**config.mk**
```make
export PLATFORM = sky130hd
export DESIGN_NAME = ladybird_mem_access_seq
export DESIGN_NICKNAME = d
export VERILOG_FILES = /design/src/rtl/ladybird_mem_access_seq.sv
export SDC_FILE = /design/constraint.sdc
export NUM_CORES = 1
export LEC_CHECK = 0
export CAP_MARGIN = 20
export CELL_PAD_IN_SITES_DETAIL_PLACEMENT = 1
export CELL_PAD_IN_SITES_GLOBAL_PLACEMENT = 2
export CORE_ASPECT_RATIO = 1.25
export CORE_MARGIN = 1
export CORE_UTILIZATION = 30
export DETAILED_ROUTE_END_ITERATION = 8
export PLACE_DENSITY_LB_ADDON = 0.08
export SYNTH_ARGS = -nofsm -noshare
export SYNTH_HDL_FRONTEND = slang
export SYNTH_SLANG_ARGS = --single-unit
```
**constraint.sdc**
```tcl
create_clock -name clk -period 4.3 [get_ports clk]
set_input_delay 0.86 -clock clk [delete_from_list [all_inputs] [get_ports clk]]
set_output_delay 0.86 -clock clk [all_outputs]
set_load 0.02 [all_outputs]
```
**src/rtl/ladybird_mem_access_seq.sv**
```systemverilog
// ladybird_mem_access_seq
//
// Debug-side sequencer. A single-byte host request is turned into a short
// RV32I stream for the core's injected-fetch port:
//   LUI  ADDR_REG, hi
//   ADDI ADDR_REG, ADDR_REG, lo
//   ADDI DATA_REG, x0, wdata        (writes only)
//   SB / LB through ADDR_REG
//   JAL  x0, JAL_OFFSET             (hands control back to the core)
// For reads, the byte reported by the core is returned to the host.
//
// Ports:
//   clk, rstn                  clock, asynchronous active-low reset
//   req_valid/ready/write/addr/wdata   host request channel
//   inst_valid/ready, inst     instruction channel toward the core
//   core_rdata_valid, core_rdata       loaded byte reported by the core
//   resp_valid/ready, resp_rdata       host response channel
//   busy                       high whenever a sequence is in flight
//
// All outputs come straight from flops. Their next values are decoded from
// the next state, so inst/inst_valid are stable for as long as the core
// withholds inst_ready.
module ladybird_mem_access_seq #(
  parameter logic [4:0]  ADDR_REG   = 5'd5,
  parameter logic [4:0]  DATA_REG   = 5'd6,
  parameter logic [20:0] JAL_OFFSET = 21'h0
) (
  input  logic        clk,
  input  logic        rstn,
  input  logic        req_valid,
  output logic        req_ready,
  input  logic        req_write,
  input  logic [31:0] req_addr,
  input  logic [7:0]  req_wdata,
  output logic        inst_valid,
  input  logic        inst_ready,
  output logic [31:0] inst,
  input  logic        core_rdata_valid,
  input  logic [7:0]  core_rdata,
  output logic        resp_valid,
  input  logic        resp_ready,
  output logic [7:0]  resp_rdata,
  output logic        busy
);

  typedef enum logic [2:0] {
    ST_IDLE = 3'd0,
    ST_LUI  = 3'd1,
    ST_ADDA = 3'd2,
    ST_ADDD = 3'd3,
    ST_MEM  = 3'd4,
    ST_JAL  = 3'd5,
    ST_WAIT = 3'd6,
    ST_RESP = 3'd7
  } state_t;

  // ---------------------------------------------------------------------
  // Instruction encoders
  // ---------------------------------------------------------------------

  // The upper part is bumped by addr[11] because the following ADDI
  // sign-extends its 12-bit immediate; the 20-bit add wraps on purpose.
  function automatic logic [31:0] enc_lui(input logic [31:0] addr);
    logic [19:0] hi;
    hi = addr[31:12] + {19'd0, addr[11]};
    return {hi, ADDR_REG, 7'b0110111};
  endfunction

  function automatic logic [31:0] enc_addi(input logic [4:0] rd,
                                           input logic [4:0] rs1,
                                           input logic [11:0] imm);
    return {imm, rs1, 3'b000, rd, 7'b0010011};
  endfunction

  function automatic logic [31:0] enc_sb();
    return {7'b0000000, DATA_REG, ADDR_REG, 3'b000, 5'b00000, 7'b0100011};
  endfunction

  function automatic logic [31:0] enc_lb();
    return {12'h000, ADDR_REG, 3'b000, DATA_REG, 7'b0000011};
  endfunction

  // J-type immediate scrambling; offset bit 0 is never encoded.
  function automatic logic [31:0] enc_jal();
    return {JAL_OFFSET[20], JAL_OFFSET[10:1], JAL_OFFSET[11],
            JAL_OFFSET[19:12], 5'b00000, 7'b1101111};
  endfunction

  // ---------------------------------------------------------------------
  // State and registers
  // ---------------------------------------------------------------------
  state_t      state_r, state_next_s;
  logic [31:0] addr_r;
  logic [7:0]  wdata_r;
  logic        write_r;
  logic [7:0]  rdata_r, rdata_next_s;

  logic        req_ready_r, inst_valid_r, resp_valid_r, busy_r;
  logic [31:0] inst_r;
  logic        inst_valid_next_s;
  logic [31:0] inst_next_s;

  logic        capture_s;
  logic [31:0] addr_s;
  logic [7:0]  wdata_s;
  logic        write_s;

  assign capture_s = (state_r == ST_IDLE) && req_valid && req_ready_r;

  // Request source: live request while capturing, latched copy afterwards.
  always_comb begin
    addr_s  = addr_r;
    wdata_s = wdata_r;
    write_s = write_r;
    if (state_r == ST_IDLE) begin
      addr_s  = req_addr;
      wdata_s = req_wdata;
      write_s = req_write;
    end else begin
      addr_s  = addr_r;
      wdata_s = wdata_r;
      write_s = write_r;
    end
  end

  // Next-state logic.
  always_comb begin
    state_next_s = state_r;
    case (state_r)
      ST_IDLE: if (capture_s) state_next_s = ST_LUI;
               else           state_next_s = ST_IDLE;
      ST_LUI:  if (inst_ready) state_next_s = ST_ADDA;
               else            state_next_s = ST_LUI;
      ST_ADDA: if (inst_ready) state_next_s = write_r ? ST_ADDD : ST_MEM;
               else            state_next_s = ST_ADDA;
      ST_ADDD: if (inst_ready) state_next_s = ST_MEM;
               else            state_next_s = ST_ADDD;
      ST_MEM:  if (inst_ready) state_next_s = ST_JAL;
               else            state_next_s = ST_MEM;
      ST_JAL:  if (inst_ready) state_next_s = write_r ? ST_RESP : ST_WAIT;
               else            state_next_s = ST_JAL;
      ST_WAIT: if (core_rdata_valid) state_next_s = ST_RESP;
               else                  state_next_s = ST_WAIT;
      ST_RESP: if (resp_ready) state_next_s = ST_IDLE;
               else            state_next_s = ST_RESP;
      default: state_next_s = ST_IDLE;
    endcase
  end

  // Instruction that the next state presents to the core.
  always_comb begin
    inst_next_s       = 32'h0000_0000;
    inst_valid_next_s = 1'b0;
    case (state_next_s)
      ST_LUI: begin
        inst_next_s       = enc_lui(addr_s);
        inst_valid_next_s = 1'b1;
      end
      ST_ADDA: begin
        inst_next_s       = enc_addi(ADDR_REG, ADDR_REG, addr_s[11:0]);
        inst_valid_next_s = 1'b1;
      end
      ST_ADDD: begin
        inst_next_s       = enc_addi(DATA_REG, 5'd0, {4'h0, wdata_s});
        inst_valid_next_s = 1'b1;
      end
      ST_MEM: begin
        inst_next_s       = write_s ? enc_sb() : enc_lb();
        inst_valid_next_s = 1'b1;
      end
      ST_JAL: begin
        inst_next_s       = enc_jal();
        inst_valid_next_s = 1'b1;
      end
      default: begin
        inst_next_s       = 32'h0000_0000;
        inst_valid_next_s = 1'b0;
      end
    endcase
  end

  // Response data: cleared on capture so writes report 0, loaded on read return.
  always_comb begin
    rdata_next_s = rdata_r;
    if (capture_s) begin
      rdata_next_s = 8'h00;
    end else if ((state_r == ST_WAIT) && core_rdata_valid) begin
      rdata_next_s = core_rdata;
    end else begin
      rdata_next_s = rdata_r;
    end
  end

  // State, request latches and registered outputs.
  always_ff @(posedge clk or negedge rstn) begin
    if (!rstn) begin
      state_r      <= ST_IDLE;
      addr_r       <= 32'h0000_0000;
      wdata_r      <= 8'h00;
      write_r      <= 1'b0;
      rdata_r      <= 8'h00;
      req_ready_r  <= 1'b0;
      inst_valid_r <= 1'b0;
      inst_r       <= 32'h0000_0000;
      resp_valid_r <= 1'b0;
      busy_r       <= 1'b0;
    end else begin
      state_r      <= state_next_s;
      if (capture_s) begin
        addr_r  <= req_addr;
        wdata_r <= req_wdata;
        write_r <= req_write;
      end
      rdata_r      <= rdata_next_s;
      req_ready_r  <= (state_next_s == ST_IDLE);
      inst_valid_r <= inst_valid_next_s;
      inst_r       <= inst_next_s;
      resp_valid_r <= (state_next_s == ST_RESP);
      busy_r       <= (state_next_s != ST_IDLE);
    end
  end

  assign req_ready  = req_ready_r;
  assign inst_valid = inst_valid_r;
  assign inst       = inst_r;
  assign resp_valid = resp_valid_r;
  assign resp_rdata = rdata_r;
  assign busy       = busy_r;

endmodule

```
==> impl_metrics.py <==
metrics = {
    "status": {
        "status": "finished clean",
    },
    "pwr": {
        "power.leakage_uw": 0.00260,
        "largest_vdd_supply_drop_mv": 0.293,
        "powerDensity_nw_per_um2": 667,
    },
    "placement": {
        "io_buffers": 96,
        "hpwl_mm": 10.6,
        "post-place-ws_ns": 0.701,
        "finalWeightedCongestion": 0.785,
    },
    "final_layout": {
        "diodes": 0,
        "finish.net_count": 657,
        "area_delta_synth_final_pct": 31.0,
        "final_layout_size_suffix_gt1_share_pct": 6.46,
        "leading_cell_type_in_the_layout_fill_and_taps_excluded": "nand2_1",
        "final_cell_mix": "nand2_1, clkdlybuf4s50_1, dfrtp_1, mux2i_1, nor2_1",
    },
    "setup_path": {
        "timing.critical_path.buf_inv": 3,
        "reg2reg_setup_slack_ns": 1.08,
        "cp_slowest_cell": "dfrtp_1",
        "crit_start": "state_r[1]$_DFF_PN0_",
        "worst_ep_required_time_ns": 4.52,
        "crit_path_start_kind": "flop",
        "crit-reg2reg-capture": "inst[30]$_DFF_PN0_",
        "critical_path_arrival_ns": 3.45,
        "slowest_delay_ns": 0.56,
        "cp-end-kind": "flop",
        "regToRegStartpoint": "state_r[1]$_DFF_PN0_",
        "stages_on_the_worst_setup_path": 12,
        "timing.critical_path.cells": "nor3_4 -> nand2_1 -> nand2_1 -> ha_1 -> buf_4 -> ha_1 -> inv_1 -> nor4_1 -> buf_4 -> nor2_1 -> o311a_1 -> o32ai_1",
        "cp_top_family": "simple AND/OR/NAND/NOR gates",
        "worstPathMaxFanout": 13,
        "timing.reg2reg.worst_path_depth": 12,
        "worstSetupEndpoint": "inst[30]$_DFF_PN0_",
        "criticalPathCategory": "reg2reg",
    },
    "clock_network": {
        "post-cts-setup-buffers": 0,
        "cts_tree": "done",
        "cts_buffer_depth": 2,
        "cts.sink_count": 84,
        "numCtsBuffers": 9,
        "cts-root-buf": "clkbuf_16",
        "cts_max_level": 3,
        "cts.reportedPaths.clkPinSlew_ns": 0.06,
        "clk-insertion-delay-late_ns": 0.35,
        "cts_hold_repair.buffers": 0,
        "postCtsResizedCells": 0,
    },
    "floorplanning": {
        "start_util_pct": 30.8,
        "die_footprint_um2": 15300,
        "fp.dieW_um": 111,
        "rows": 49,
        "placeable_core_area_um2": 14400,
        "io_pins": 99,
        "die_h_um": 138,
    },
    "sta": {
        "rsz_0062_raised_after_global_routing": "no",
        "maxSlewViolCount": 0,
        "final.setup_skew_ns": 0.0114,
        "hold_viol": 0,
        "max_slew.worst_pin.slew_ns": 0.966,
        "final.period_utilization_pct": 75.0,
        "max-slew-margin-rel_pct": 35.6,
        "fin_setup_tns_ns": 0,
        "timing.final.ws_setup_ns": 1.08,
        "max_freq_ghz": 0.310,
        "post-route-min-period_ns": 3.22,
        "finalSetupViolCount": 0,
    },
    "global_routing": {
        "grt.total_usage_pct": 20.0,
        "largest_net_degree_at_the_start_of_global_routing": 71,
        "number_of_global_route_vias_before_repair": 4185,
        "wire_length_of_the_first_global_routing_pass_mm": 23.3,
        "globalRoute.totalOverflow": 0,
        "antenna_found_initial": 0,
    },
    "hold_path": {
        "worst_hold_path_type": "reg2reg",
    },
    "synth": {
        "synthArstFlopShare_pct": 100,
        "mappedNetlistArea_um2": 4430,
        "number_of_instances_in_the_synthesized_netlist": 512,
        "ys_seq_area_share_pct": 47.4,
        "synth-warning-count": 0,
        "synth_area_leaders": "dfrtp_1, nand2_1, mux2i_1",
        "synth_largest_area_cell": "dfrtp_1",
        "postSynth.topFlopCell": "dfrtp_1",
        "synth-edff-count": 0,
        "ys_types": 55,
        "postSynthAreaPerCell_um2": 8.66,
        "synthDominantCellAreaShare_pct": 47.4,
        "ys_ff_latch": 84,
    },
    "flow_run": {
        "maxCapViolations": 0,
    },
    "detailed_routing": {
        "drt-vias-per-instance": 5.10,
        "drtPass1Iterations": 4,
        "final_antenna_net_count": 0,
        "dr_total_vias": 3988,
        "initialDrtViolationCount": 181,
        "avgRoutedWirePerCell_um": 18.9,
        "routed_wirelength_mm": 14.8,
        "met3_wl_post_dr_um": 448,
        "met2_wirelength_mm": 7.68,
        "route.top_layer_used": "met4",
        "post-route-drc-count": 0,
        "m1WireLength_mm": 6.42,
    },
}
[per-stage QoR]
step	power [uW]	utilization [%]	cells	instance area (um2)	hold slack, ns
3_3_place_gp	3130	38.4	767	5530	0.458
3_5_place_dp	3180	38.4	767	5530	0.463
6_report	3870	40.3	782	5810	0.477
5_1_grt	4140	40.3	782	5810	0.499
4_1_cts	3930	40.3	782	5810	0.479
2_1_floorplan	2440	-	513	4440	0.445
[flip-flops by register name, summed over array words and instances, names as in the netlist]
signal	cells
addr_r	32
busy	1
inst	28
inst_valid	1
req_ready	1
resp_rdata	8
resp_valid	1
state_r	3
wdata_r	8
write_r	1
[per-layer routing]
layer | global-route usage (%) | vias to the layer above
met5 | 0 | -
met2 | 35.7 | 88
li1 | - | 1917
met1 | 25.2 | 1974
met4 | 5.70 | 0
met3 | 3.15 | 9
[report_power, final]
part	internal [uW]	total, uW	switching [uW]
sequential	1120	1400	273
clock	393	735	342
combinational	719	1740	1020
[worst min-delay path, stage by stage (launching register included)]
cell,delay (ns)
dfrtp_1,0.34
nand2_1,0.05
nand2_1,0.05
[cell usage after synthesis (7+ instances only)]
cell type    n
dfrtp_1     84
nand3_1      7
nor3_1      10
buf_2        7
o221ai_1     7
nand2_1    184
and3_1      10
nor2_1      20
mux2i_1     22
nand4_1     14
inv_1        8
o21ai_0     18
a21oi_1     16
xnor2_1     12
clkbuf_1    13
[how the worst min path moves through the flow]
stage               cells past startpoint                endpoint                   start
floorplan                               2  addr_r[10]$_DFFE_PN0P_  addr_r[10]$_DFFE_PN0P_
global placement                        2  addr_r[10]$_DFFE_PN0P_  addr_r[10]$_DFFE_PN0P_
detailed placement                      2  wdata_r[7]$_DFFE_PN0P_  wdata_r[7]$_DFFE_PN0P_
CTS                                     2  wdata_r[7]$_DFFE_PN0P_  wdata_r[7]$_DFFE_PN0P_
global route                            2  wdata_r[7]$_DFFE_PN0P_  wdata_r[7]$_DFFE_PN0P_
finish                                  2  wdata_r[7]$_DFFE_PN0P_  wdata_r[7]$_DFFE_PN0P_
[area by class of cell]
cell class / instances / area [um2]
clock buffers: 9 / 225
repair buffers: 105 / 1030
clock inverters: 6 / 47.5
inverters: 10 / 37.5
well taps: 178 / 223
fillers: 1709 / 8600
multi-input cells: 390 / 2140
flip-flops and latches: 84 / 2100
[cell families (layout without fill, tap and decap cells)]
family | after synthesis | after routing | synth area share (%)
and+or+nand+nor | 272 | 272 | 27.5
xor gates and xnor gates | 14 | 14 | 2.77
AOI/OAI and AO/OA | 77 | 77 | 12.0
buffers and inverters | 39 | 130 | 4.43
adders and majority gates | 2 | 2 | 0.564
muxes | 23 | 23 | 5.22
DFF | 84 | 84 | 47.4
other | 1 | 2 | 0.0846
Note: power is estimated with default switching activity, not from simulation.
